$ cat config.mk
export PLATFORM = sky130hd
export DESIGN_NAME = pipe_bubble_ctrl
export DESIGN_NICKNAME = d
export VERILOG_FILES = /design/src/rtl/pipe_bubble_ctrl.sv
export SDC_FILE = /design/constraint.sdc
export NUM_CORES = 1
export LEC_CHECK = 0
export ABC_AREA = 1
export CORE_MARGIN = 10
export CORE_UTILIZATION = 35
export DETAILED_ROUTE_END_ITERATION = 6
export GPL_TIMING_DRIVEN = 0
export PLACE_DENSITY = 0.76
export SYNTH_ARGS = -nofsm -noshare
export SYNTH_HDL_FRONTEND = slang
export SYNTH_SLANG_ARGS = --single-unit
$ cat constraint.sdc
create_clock -name clk -period 1.2 [get_ports clk]
set_input_delay 0.18 -clock clk [delete_from_list [all_inputs] [get_ports clk]]
set_output_delay 0.18 -clock clk [all_outputs]
set_load 0.02 [all_outputs]
$ cat src/rtl/pipe_bubble_ctrl.sv
// pipe_bubble_ctrl
// Hazard sequencer for the 16-bit pipelined CPU. Every cycle it decides
// whether the PC and the IF/ID register advance. It also drives the 1-bit
// gates of the AND-masking stages; a gate of 0 turns the word into a NOP
// bubble. It handles load-use stalls, taken-branch flushes and
// memory-wait freezes.
//
// Ports:
//   clk          rising-edge system clock
//   rst_n        asynchronous active-low reset
//   id_instr     instruction in ID (rd[11:9], rs[8:6], rt[5:3])
//   id_uses_rt   ID instruction reads rt
//   ex_mem_read  EX-stage instruction is a load
//   ex_rd        EX-stage destination register
//   branch_taken branch resolved taken in EX (single-cycle pulse)
//   mem_wait     data memory not ready
//   pc_we        PC write enable
//   ifid_we      IF/ID register write enable
//   ifid_gate    AND-mask gate on the IF/ID input word
//   idex_gate    AND-mask gate on the ID/EX control/instruction word
//   busy         sequencer is in any state other than RUN
//
// Optional feature (macro PIPE_BUBBLE_STATS_EN):
//   stats_clr    synchronous clear of stall_count
//   stall_count  saturating count of cycles with pc_we=0 or ifid_gate=0

module pipe_bubble_ctrl #(
  parameter int FLUSH_CYCLES = 2,
  parameter int RD_W         = 3
) (
  input  logic            clk,
  input  logic            rst_n,
  input  logic [15:0]     id_instr,
  input  logic            id_uses_rt,
  input  logic            ex_mem_read,
  input  logic [RD_W-1:0] ex_rd,
  input  logic            branch_taken,
  input  logic            mem_wait,
  output logic            pc_we,
  output logic            ifid_we,
  output logic            ifid_gate,
  output logic            idex_gate,
  output logic            busy
`ifdef PIPE_BUBBLE_STATS_EN
  ,
  input  logic            stats_clr,
  output logic [15:0]     stall_count
`endif
);

  typedef enum logic [1:0] {RUN, LU_STALL, FLUSH, FREEZE} state_t;

  localparam logic [2:0] FLUSH_LOAD = 3'(FLUSH_CYCLES - 1);

  state_t     state, state_nxt;
  logic [2:0] flush_cnt, flush_cnt_nxt;
  logic       out_en;
  logic       lu;
  logic       pc_we_raw, ifid_we_raw, ifid_gate_raw, idex_gate_raw;
  logic       unused_bits;

  assign unused_bits = ^id_instr[15:9];

  // Load-use hit: a load in EX writes a register that the ID instruction
  // reads. Register 0 is hardwired, so it never causes a stall.
  assign lu = ex_mem_read && (ex_rd != '0) &&
              ((ex_rd == RD_W'(id_instr[8:6])) ||
               (id_uses_rt && (ex_rd == RD_W'(id_instr[5:3]))));

  // State and flush counter. out_en is cleared by reset and set on the
  // first edge after release. This holds all outputs at 0 until the
  // sequencer has actually been clocked out of reset.
  always_ff @(posedge clk or negedge rst_n) begin
    if (!rst_n) begin
      state     <= RUN;
      flush_cnt <= 3'd0;
      out_en    <= 1'b0;
    end else begin
      state     <= state_nxt;
      flush_cnt <= flush_cnt_nxt;
      out_en    <= 1'b1;
    end
  end

  // Mealy next-state and output logic. Priority is branch > mem_wait > lu.
  // The flush counter holds the number of FLUSH cycles still to come.
  // Reaching one therefore means this is the last bubble cycle.
  // On release from FREEZE, a pending load-use is handled in the same cycle.
  // Branches are ignored during FREEZE because EX is held.
  always_comb begin
    state_nxt     = state;
    flush_cnt_nxt = flush_cnt;
    pc_we_raw     = 1'b1;
    ifid_we_raw   = 1'b1;
    ifid_gate_raw = 1'b1;
    idex_gate_raw = 1'b1;
    case (state)
      RUN, LU_STALL: begin
        if (branch_taken) begin
          ifid_gate_raw = 1'b0;
          idex_gate_raw = 1'b0;
          flush_cnt_nxt = FLUSH_LOAD;
          state_nxt     = (FLUSH_CYCLES > 1) ? FLUSH : RUN;
        end else if (mem_wait) begin
          pc_we_raw   = 1'b0;
          ifid_we_raw = 1'b0;
          state_nxt   = FREEZE;
        end else if (lu) begin
          pc_we_raw     = 1'b0;
          ifid_we_raw   = 1'b0;
          idex_gate_raw = 1'b0;
          state_nxt     = LU_STALL;
        end else begin
          state_nxt = RUN;
        end
      end
      FLUSH: begin
        ifid_gate_raw = 1'b0;
        idex_gate_raw = 1'b0;
        if (branch_taken) begin
          flush_cnt_nxt = FLUSH_LOAD;
          state_nxt     = (FLUSH_CYCLES > 1) ? FLUSH : RUN;
        end else if (flush_cnt <= 3'd1) begin
          flush_cnt_nxt = 3'd0;
          state_nxt     = RUN;
        end else begin
          flush_cnt_nxt = flush_cnt - 3'd1;
        end
      end
      FREEZE: begin
        if (mem_wait) begin
          pc_we_raw   = 1'b0;
          ifid_we_raw = 1'b0;
        end else if (lu) begin
          pc_we_raw     = 1'b0;
          ifid_we_raw   = 1'b0;
          idex_gate_raw = 1'b0;
          state_nxt     = LU_STALL;
        end else begin
          state_nxt = RUN;
        end
      end
      default: begin
        state_nxt     = RUN;
        flush_cnt_nxt = 3'd0;
      end
    endcase
  end

  // All outputs are forced low while in reset and until the first edge.
  assign pc_we     = out_en & pc_we_raw;
  assign ifid_we   = out_en & ifid_we_raw;
  assign ifid_gate = out_en & ifid_gate_raw;
  assign idex_gate = out_en & idex_gate_raw;
  assign busy      = out_en & (state != RUN);

`ifdef PIPE_BUBBLE_STATS_EN
  // Saturating stall/bubble cycle counter. A clear takes precedence over
  // an increment in the same cycle.
  always_ff @(posedge clk or negedge rst_n) begin
    if (!rst_n) begin
      stall_count <= 16'd0;
    end else if (stats_clr) begin
      stall_count <= 16'd0;
    end else if ((!pc_we || !ifid_gate) && (stall_count != 16'hFFFF)) begin
      stall_count <= stall_count + 16'd1;
    end
  end
`endif

endmodule
Word-level counts from Yosys, hierarchy flattened
Index checks and enable logic that the tools add are counted.

Bits in registers: 6. Bits of input ports: 25. Output and inout bits: 5. Logic and storage cells: 48.

Add/sub/neg operators: 1. Order comparisons: 1. Eq/ne operators: 8. Mux-type cells: 20. Bitwise gates (word level): 4. Reductions and logical operators: 11.

Operator list (number): $mux 2 (5); $mux 3 (3); $mux 1 (7); $eq 3x3->1 (2); $pmux 2 s3 (1); $pmux 3 s2 (1); $and 1x1->1 (4); $eq 2x2->1 const B (2); $ne 2x2->1 const B (2); $pmux 1 s2 (2); $reduce_and 2->1 (2); $reduce_bool 2->1 (2); $le 3x1->1 const B (1); $logic_and 1x1->1 (3); $ne 3x3->1 const B (1); $pmux 1 s3 (1); $reduce_bool 3->1 (1); $sub 3x1->3 const B (1); $eq 2x1->1 const B (1); $logic_not 2->1 (1); $reduce_or 2->1 (1); $logic_or 1x1->1 (1).

Logic depth before layout (Yosys ltp)
Gate-level depths: netlist of run 1.

Depth after elaboration: 9. Mapped depth: 10. Mapped depth without buffers: 9.

Worst setup path after synthesis of run 1
No wires, ideal clock.

Path type: reg2out. Start: register state[1]. End: output idex_gate. Data arrival time: 1.088 ns. Required time: 1.020 ns. Setup slack: -0.068 ns. Cell stages (with the launch flop): 6. Buffers on the path: 0. Path through: dfrtp_1 > o21ai_2 > inv_2 > nor2_2 > o21ai_2 > inv_1.

Word-level cells in the longest chain between the ends: 4. Elaborated cells between the ends (all ways): 7. Classes of those cells: eq/ne (3); mux (1); bitwise (1); reduce/logical (2).

Ends and longest elaborated chain: from (decl) (RTL line 55) `state_t state, state_nxt;`; from (signal assigned) (RTL line 79) `state <= state_nxt;`; $eq 2x1->1 / $logic_not 2->1 (equally long branches) (RTL line 97) `case (state)`; $reduce_or 2->1 (RTL line 97); $pmux 1 s3 * (RTL line 97); $and 1x1->1 * (RTL line 154) `assign idex_gate = out_en & idex_gate_raw;`; to (decl) (RTL line 42) `output logic idex_gate,`.

Every way passes the cells marked *; elsewhere a longest branch is shown, timed or not.

Worst setup path after layout of run 1
Start: register state[1]. End: output pc_we.

Word-level cells in the longest chain between the ends: 4. Elaborated cells between the ends (all ways): 6. Classes of those cells: eq/ne (2); mux (1); bitwise (1); reduce/logical (2).

Ends and longest elaborated chain: $eq 2x1->1 / $logic_not 2->1 (equally long branches) (RTL line 97); $reduce_or 2->1 (RTL line 97); $pmux 1 s2 * (RTL line 97); $and 1x1->1 * (RTL line 151) `assign pc_we = out_en & pc_we_raw;`; to (decl) (RTL line 39) `output logic pc_we,`.

Marked as above.

==> results_dict.tcl, run 1 <==
set metrics [dict create \
    placed_area_um2 699 \
    synth-async-reset-ratio_pct 100 \
    reg2regPathDepth 4 \
    top_layer "met4" \
    p_per_area_nw_per_um2 1060 \
    start_util_pct 36.7 \
    synth.top_cells.by_count "nand2_1, inv_1, nor2_1, dfrtp_1, inv_2" \
    combPwrFrac_pct 46.3 \
    first_iter_violations 4 \
    dr_wl_met3_um 70 \
    seq_area_frac_synth_pct 31.4 \
    maxSlewViolCount 0 \
    synth_cells 71 \
    grt_pass1_wl_mm 2.00 \
    cts.path.max_buffers 2 \
    cp_max_fo 4 \
    synthMostInstantiatedCell "nand2_1" \
    hold_slack_ps 172 \
    net-switching-power_uw 310 \
    numCtsBuffers 3 \
    stdcell_count 112 \
    post-dp-hpwl_um 966 \
    synth_area_leader_cell "dfrtp_1" \
    timing.critical_path.arrival_ps 1310 \
    wl_mm 1.23 \
    yosys_warnings 0 \
    internal_power_uw 528 \
    syn_area_um2 478 \
    die-area_um2 3240 \
    drive_gt1_share_pct 40.2 \
    fin_crit_ps 1490 \
    io_buffers 19 \
    syn-num-nets 98 \
    coreArea_um2 1300 \
    syn_area_per_cell_um2 6.73 \
    power.share.clock_pct 22.0 \
    clockRootBuffer "clkbuf_4" \
    worstSetupEndpointType "output pin" \
    ctsHtreeMaxLevel 1 \
    setup_viol 4 \
    synth_edf_count 0 \
    via_count 517 \
    dp_slack_ps -1010 \
    nets 126 \
    hold_class "in2async" \
    max_freq_mhz 670 \
    drtAntennaViolNets 0 \
    routabilityCongestion 0.739 \
    yosys-top-cells-area "dfrtp_1, nand2_1, inv_1, nor2_1, ha_1" \
    power_frac_seq_pct 31.7 \
    wl_met2_um 624 \
    grtUsageTotal_pct 7.60 \
    drt-pass1-iter-count 2 \
    sw_frac_of_total_pct 37.0 \
    ys.flop_type "dfrtp_1" \
    final_cell_area_um2 791 \
    fin_crit_sh_pct 124 \
    pin_count 30 \
    rsz0062_at_grt "yes" \
    vdd_drop_max_mv 0.516 \
    grt_max_degree 7 \
    antenna_found_initial 0 \
    diodes 0 \
    startpoint_type "register" \
    met1_length_um 509 \
    cts_sinks 6 \
    clk_pin_slew_ps 40 \
    p_leak_uw 0.000422 \
    rows 13 \
    crit_type "reg2out" \
    status "complete, but fails checks" \
    overflow 0 \
    synth_top_cell_area_share_pct 31.4 \
    ys_types 23 \
    grt_pass1_vias 507 \
    synth_seq_cells 6 \
    syn_to_final_growth_pct 65.4 \
    clock_skew_ps 2.12 \
    die_h_um 57.0 \
    clock_latency_ps 250 \
    dpl.cell_count 105 \
    cap_viol_max_count 0 \
    avgRoutedWirePerCell_um 11.0 \
    die_w_um 57.0 \
    fin_ws_ps -293 \
    hold_violations 0 \
    vias_per_cell 4.62 \
    drc 0 \
    cts_tree "built" \
    worstPathRequired_ps 1020 \
    violations "setup timing" \
]
[power groups by stage]
| stage | clock, uW | sequential [uW] | combinational (uW) |
|---|---|---|---|
| detailed placement | 0 | 259 | 328 |
| global route | 198 | 269 | 429 |
| floorplan | 0 | 254 | 201 |
| finish | 185 | 266 | 388 |
| global placement | 0 | 257 | 318 |
| CTS | 195 | 256 | 339 |
[layout by cell type, fill, tap and decap left out, types with 2 or more instances in the layout]
cell type,n
dfrtp_1,5
nor2_4,2
nor2_2,3
inv_2,5
inv_1,11
nand2_1,17
clkdlybuf4s50_1,3
buf_4,2
dlygate4sd2_1,4
clkbuf_4,3
buf_2,4
o21ai_2,3
ha_1,2
clkdlybuf4s15_1,4
nand2_2,3
buf_6,6
nor2_1,4
[sequential cells by signal (all words and copies together) (netlist names)]
signal and flops:
state 2, flush_cnt 3, out_en 1
[repair_timing]
| item | CTS | global route |
|---|---|---|
| setup buffers | 3 | 2 |
| pin swaps | 17 | 10 |
| endpoints found under the setup margin | 5 | 7 |
| hold buffers | 0 | 0 |
| resized for setup | 52 | 14 |
[critical path, cell delays in order (launching register included)]
cell and delay, ps:
dfrtp_1 410, nand2_2 90, o21ai_2 70, buf_4 140
a21oi_4 150, buf_6 110, buf_6 100
[final cells by class]
class                           instances  area [um^2]
Sequential cell                         6          151
Tap cell                               15         18.8
Timing Repair Buffer                   23          208
Clock buffer                            3         22.5
Inverter                               16         60.1
Multi-Input combinational cell         48          319
Fill cell                             128          510
Buffer                                  1         11.3
[per-layer routing]
metal  up-vias  global-route usage (%)
met2        12                    12.2
met1       232                    7.82
met5         -                       0
met4         0                    5.03
li1        271                       -
met3         2                    3.32
[per-stage QoR]
stage	util (%)	power [uW]	TNS [ps]
finish	60.8	838	-1040
global route	60.8	897	-1250
CTS	56.3	790	-920
detailed placement	53.8	586	-3970
global placement	53.8	575	-3750
floorplan	-	456	-32.2
[final timing paths]
check | startpoint | to | slack [ps]
min in group clk | ex_rd[2] | state[0] | 460
setup reg to reg | flush_cnt[0] | flush_cnt[1] | 80
hold reg to reg | flush_cnt[2] | flush_cnt[2] | 580
max in group asynchronous | rst_n | flush_cnt[0] | 800
hold / removal | rst_n | state[1] | 170
setup / recovery | state[1] | pc_we | -290
[cell families after synthesis]
logic type	Yosys count	synth area share, %
AOI/OAI and AO/OA	10	14.7
xor gates and xnor gates	2	3.67
adders and majority gates	2	5.23
buffers and inverters	17	14.1
DFF	6	31.4
other	1	0.785
and+or+nand+nor	33	30.1
(Power assumes the default switching activity.)
==> run 2, diff against run 1 <==
--- a/config.mk
+++ b/config.mk
@@ -10,7 +10,8 @@
 export CORE_UTILIZATION = 35
 export DETAILED_ROUTE_END_ITERATION = 6
 export GPL_TIMING_DRIVEN = 0
-export PLACE_DENSITY = 0.76
+export MAX_ROUTING_LAYER = met4
+export PLACE_DENSITY = 0.84
 export SYNTH_ARGS = -nofsm -noshare
 export SYNTH_HDL_FRONTEND = slang
 export SYNTH_SLANG_ARGS = --single-unit
==> run 2 against run 1 <==
Net effect: the flow still finishes with violations (setup timing); utilization is 0.19 points lower; cell count stayed put; die area stayed put; clock-buffer cell count unchanged; maximum frequency rose by 1.5%; wire length is 2.8% higher; clock skew increased by 1.5 ps; critical path depth unchanged; critical endpoint unchanged; power is 0.51% higher; sequential share of layout area is 0.098 points lower.
==> results_dict.tcl, run 2 (same netlist as run 1, synthesis figures left out) <==
set metrics [dict create \
    final_cell_area_um2 788 \
    avgRoutedWirePerCell_um 11.3 \
    nets 126 \
    violations "setup timing" \
    clock_skew_ps 3.59 \
    timing.critical_path.arrival_ps 1290 \
    start_util_pct 36.7 \
    wl_mm 1.26 \
    reg2regPathDepth 5 \
    clockRootBuffer "clkbuf_4" \
    overflow 0 \
    die_w_um 57.0 \
    clock_latency_ps 240 \
    worstSetupEndpointType "output pin" \
    grt_pass1_wl_mm 2.04 \
    placed_area_um2 699 \
    grt_pass1_vias 512 \
    dpl.cell_count 105 \
    setup_viol 5 \
    coreArea_um2 1300 \
    numCtsBuffers 3 \
    final_common_cell "nand2_1" \
    drtAntennaViolNets 0 \
    fin_ws_ps -271 \
    routabilityCongestion 0.772 \
    power_uw 843 \
    largest_reg_flops 3 \
    post-dp-hpwl_um 964 \
    first_iter_violations 17 \
    p_per_area_nw_per_um2 1070 \
    cts_tree "built" \
    max_freq_mhz 680 \
    ctsHtreeMaxLevel 1 \
    pin_count 30 \
    r2r-end "flush_cnt[0]" \
    final_cell_mix "nand2_1, inv_1, dlygate4sd2_1" \
    hold_violations 0 \
    maxSlewViolCount 0 \
    cts.path.max_buffers 2 \
    grt_max_degree 7 \
    p_leak_uw 0.000431 \
    cap_viol_max_count 0 \
    cp_max_fo 3 \
    diodes 0 \
    fin_crit_ps 1470 \
    dp_slack_ps -994 \
    rows 13 \
    syn_to_final_growth_pct 64.9 \
    grtUsageTotal_pct 7.63 \
    cts_sinks 6 \
    status "complete, but fails checks" \
    drc 0 \
    stdcell_count 112 \
    rsz0062_at_grt "yes" \
    die-area_um2 3240 \
    fin_crit_sh_pct 123 \
    io_buffers 19 \
    worstPathRequired_ps 1020 \
    drive_gt1_share_pct 35.1 \
    via_count 523 \
    drt-pass1-iter-count 4 \
    antenna_found_initial 0 \
    hold_class "in2async" \
    r2r_slack_ps 80 \
    final_util_pct 60.6 \
    crit_type "reg2out" \
    vias_per_cell 4.67 \
    r2r-start "state[1]" \
    vdd_drop_max_mv 0.489 \
    regMostFlops "flush_cnt" \
    startpoint "state[0]" \
    startpoint_type "register" \
    clk_pin_slew_ps 50 \
    die_h_um 57.0 \
    reg.largest.list "flush_cnt: 3 flops, state: 2 flops, out_en: 1 flops" \
]
run 2: changes by cell type in the layout (fill, tap and decap cells not counted), sizes merged:
| cell | previous run | this run |
|---|---|---|
| dlymetal6s2s | 0 | 1 |
| buf | 12 | 10 |
| clkdlybuf4s15 | 5 | 4 |
| clkdlybuf4s50 | 3 | 2 |
| dlygate4sd2 | 4 | 7 |
run 2: routing by layer:
metal  share of wire, %  track usage (%)  routed length, um
met5                  0                -                  0
met4                  0             3.69                  0
met3                6.8             2.88                 86
met2                 53             13.8                672
met1                 40             6.82                504
run 2: stage by stage:
stage	TNS, ps	hold WS, ps
6_report	-919	163
5_1_grt	-1220	170
4_1_cts	-843	165
3_5_place_dp	-3900	430
3_3_place_gp	-3730	426
2_1_floorplan	-32.2	-116
run 2: power by group:
part	leakage (uW)	switching, uW	total (uW)	internal [uW]
Clock	0.0000138	75.6	189	113
Sequential	0.0000744	28.1	260	231
Combinational	0.000343	208	394	186
Total	0.000431	311	843	531
run 2: timing repair:
| item | CTS | global route |
|---|---|---|
| hold endpoints to repair | 0 | 0 |
| hold buffers | 0 | 0 |
| setup endpoints to repair | 5 | 8 |
| pin swaps | 13 | 4 |
| buffers inserted | 4 | 0 |
| gates resized for setup | 49 | 8 |
run 2: worst max-delay path, stage by stage (launching register included):
cell and delay (ps):
dfrtp_1 410, nand2_2 100, o21ai_2 70, buf_4 140, a21oi_4 120, buf_6 110, buf_6 100
run 2: final cells by class:
class	count	area [um^2]
timing repair buffer	23	218
fill	125	513
clock buffer	3	22.5
tap	15	18.8
buffer	1	11.3
inverter	16	60.1
sequential	6	150
multi-input combinational	48	308
run 2: how the worst max path moves through the flow:
stage / end / slack, ps / cells past startpoint
floorplan: idex_gate / -30 / 5
global placement: pc_we / -970 / 11
detailed placement: pc_we / -990 / 11
CTS: pc_we / -250 / 6
global route: pc_we / -330 / 6
finish: pc_we / -270 / 6
==> run 3, diff against run 2 <==
--- a/config.mk
+++ b/config.mk
@@ -9,7 +9,7 @@
 export CORE_MARGIN = 10
 export CORE_UTILIZATION = 35
 export DETAILED_ROUTE_END_ITERATION = 6
-export GPL_TIMING_DRIVEN = 0
+export GPL_TIMING_DRIVEN = 1
 export MAX_ROUTING_LAYER = met4
 export PLACE_DENSITY = 0.84
 export SYNTH_ARGS = -nofsm -noshare
==> run 3 against run 2 <==
Net effect: the flow still finishes with violations (setup timing); flip-flop and latch count did not move; clock skew fell by 1.1 ps; worst setup slack improved by 46 ps; via count fell by 2.9%; clock power fell by 9%; largest cell class unchanged; sequential power barely moved; critical path depth fell by 1; non-clock buffer count rose by 4; cell count rose by 3.6%; first-iteration DRC count fell by 71%; clock-buffer cell count did not move; largest power group unchanged; die area did not move.
==> results_dict.tcl, run 3 (same netlist as run 1, synthesis figures left out) <==
set metrics [dict create \
    status "complete, but fails checks" \
    violations "setup timing" \
    rsz0062_at_grt "yes" \
    via_count 508 \
    clockRootBuffer "clkbuf_4" \
    r2r_slack_ps 50 \
    regMostFlops "flush_cnt" \
    pin_count 30 \
    startpoint_type "register" \
    start_util_pct 36.7 \
    cts_tree "built" \
    tns_ps -765 \
    setup_viol 5 \
    antenna_found_initial 0 \
    grt_pass1_wl_mm 1.95 \
    clock_latency_ps 230 \
    final_cell_mix "nand2_1, inv_1, buf_4" \
    diodes 0 \
    hold_class "in2async" \
    numCtsBuffers 3 \
    grt_pass1_vias 522 \
    grt_max_degree 7 \
    ctsHtreeMaxLevel 1 \
    die_w_um 57.0 \
    regArea_um2 151 \
    clk_pin_slew_ps 40 \
    first_iter_violations 5 \
    coreArea_um2 1300 \
    avgRoutedWirePerCell_um 10.4 \
    cts_hold_buf 0 \
    fill_cells 122 \
    post-dp-hpwl_um 990 \
    drc 0 \
    reg.largest.list "flush_cnt: 3 flops, state: 2 flops, out_en: 1 flops" \
    rows 13 \
    grtUsageTotal_pct 7.27 \
    hold_violations 0 \
    drt-pass1-iter-count 4 \
    cts.path.max_buffers 2 \
    overflow 0 \
    worstPathRequired_ps 1020 \
    crit_type "reg2out" \
    die_h_um 57.0 \
    io_buffers 19 \
    wl_mm 1.21 \
    multi_input_area_um2 303 \
    cap_viol_max_count 0 \
    die-area_um2 3240 \
    p_per_area_nw_per_um2 1070 \
    fin_ws_ps -225 \
    nets 130 \
    final_util_pct 60.9 \
    drtAntennaViolNets 0 \
    vias_per_cell 4.38 \
    max_freq_mhz 702 \
    cts_sinks 6 \
    worstSetupEndpointType "output pin" \
    largest_reg_flops 3 \
    vdd_drop_max_mv 0.563 \
    power_uw 849 \
    clock_skew_ps 2.47 \
    final_common_cell "nand2_1" \
    routabilityCongestion 0.769 \
    drive_gt1_share_pct 40.6 \
    cp_max_fo 4 \
    fin_crit_ps 1420 \
    syn_to_final_growth_pct 65.7 \
    timing.critical_path.arrival_ps 1240 \
    maxSlewViolCount 0 \
    fin_crit_sh_pct 119 \
    p_leak_uw 0.000426 \
]
[run 3: path summary, 6_finish.rpt]
kind	startpoint	endpoint	depth (start not counted)
min in group clk	ex_rd[1]	state[0]	7
max	state[1]	pc_we	5
min	rst_n	flush_cnt[1]	1
min reg2reg	flush_cnt[1]	flush_cnt[1]	2
max reg2reg	flush_cnt[0]	flush_cnt[1]	4
max in group asynchronous	rst_n	flush_cnt[0]	1
[run 3: worst max-delay path, stage by stage (launching register included)]
cell and delay, ps:
dfrtp_1 410, nand2_2 100, o21ai_2 70, buf_4 140
a21oi_4 160, buf_6 140
[run 3: through the flow]
| step | instance area [um^2] | std cells | hold WS, ps | setup slack [ps] |
|---|---|---|---|---|
| after floorplan | 490 | 71 | -116 | -32.2 |
| final | 792 | 116 | 179 | -225 |
| after global routing | 792 | 116 | 197 | -295 |
| after detailed placement | 737 | 110 | 431 | -916 |
| after global placement | 737 | 110 | 425 | -891 |
| after CTS | 758 | 114 | 178 | -212 |
[run 3: layout make-up]
class                   count  share of cell area [%]
repair buffers             28                    29.9
flip-flops and latches      6                    19.1
inverters                  16                    7.58
clock buffers               3                    2.84
multi-input cells          48                    38.2
well taps                  15                    2.37
[run 3: timing repair]
action	4_1_cts	5_1_grt
endpoints found under the hold margin	0	0
resized for setup	41	15
buffers inserted	1	3
endpoints found under the setup margin	5	9
pin swaps	12	6
[run 3: metal layers]
layer	up-vias	global-route usage, %	wire length (um)
met3	0	2.65	62
met4	0	3.02	0
met1	221	6.83	501
met5	-	-	0
li1	277	-	-
met2	10	13.0	641
[run 3: report_power, final]
part | total, uW | switching, uW | internal, uW
Combinational | 416 | 215 | 200
Sequential | 262 | 28.3 | 234
Clock | 172 | 59.5 | 112
Total | 849 | 303 | 546
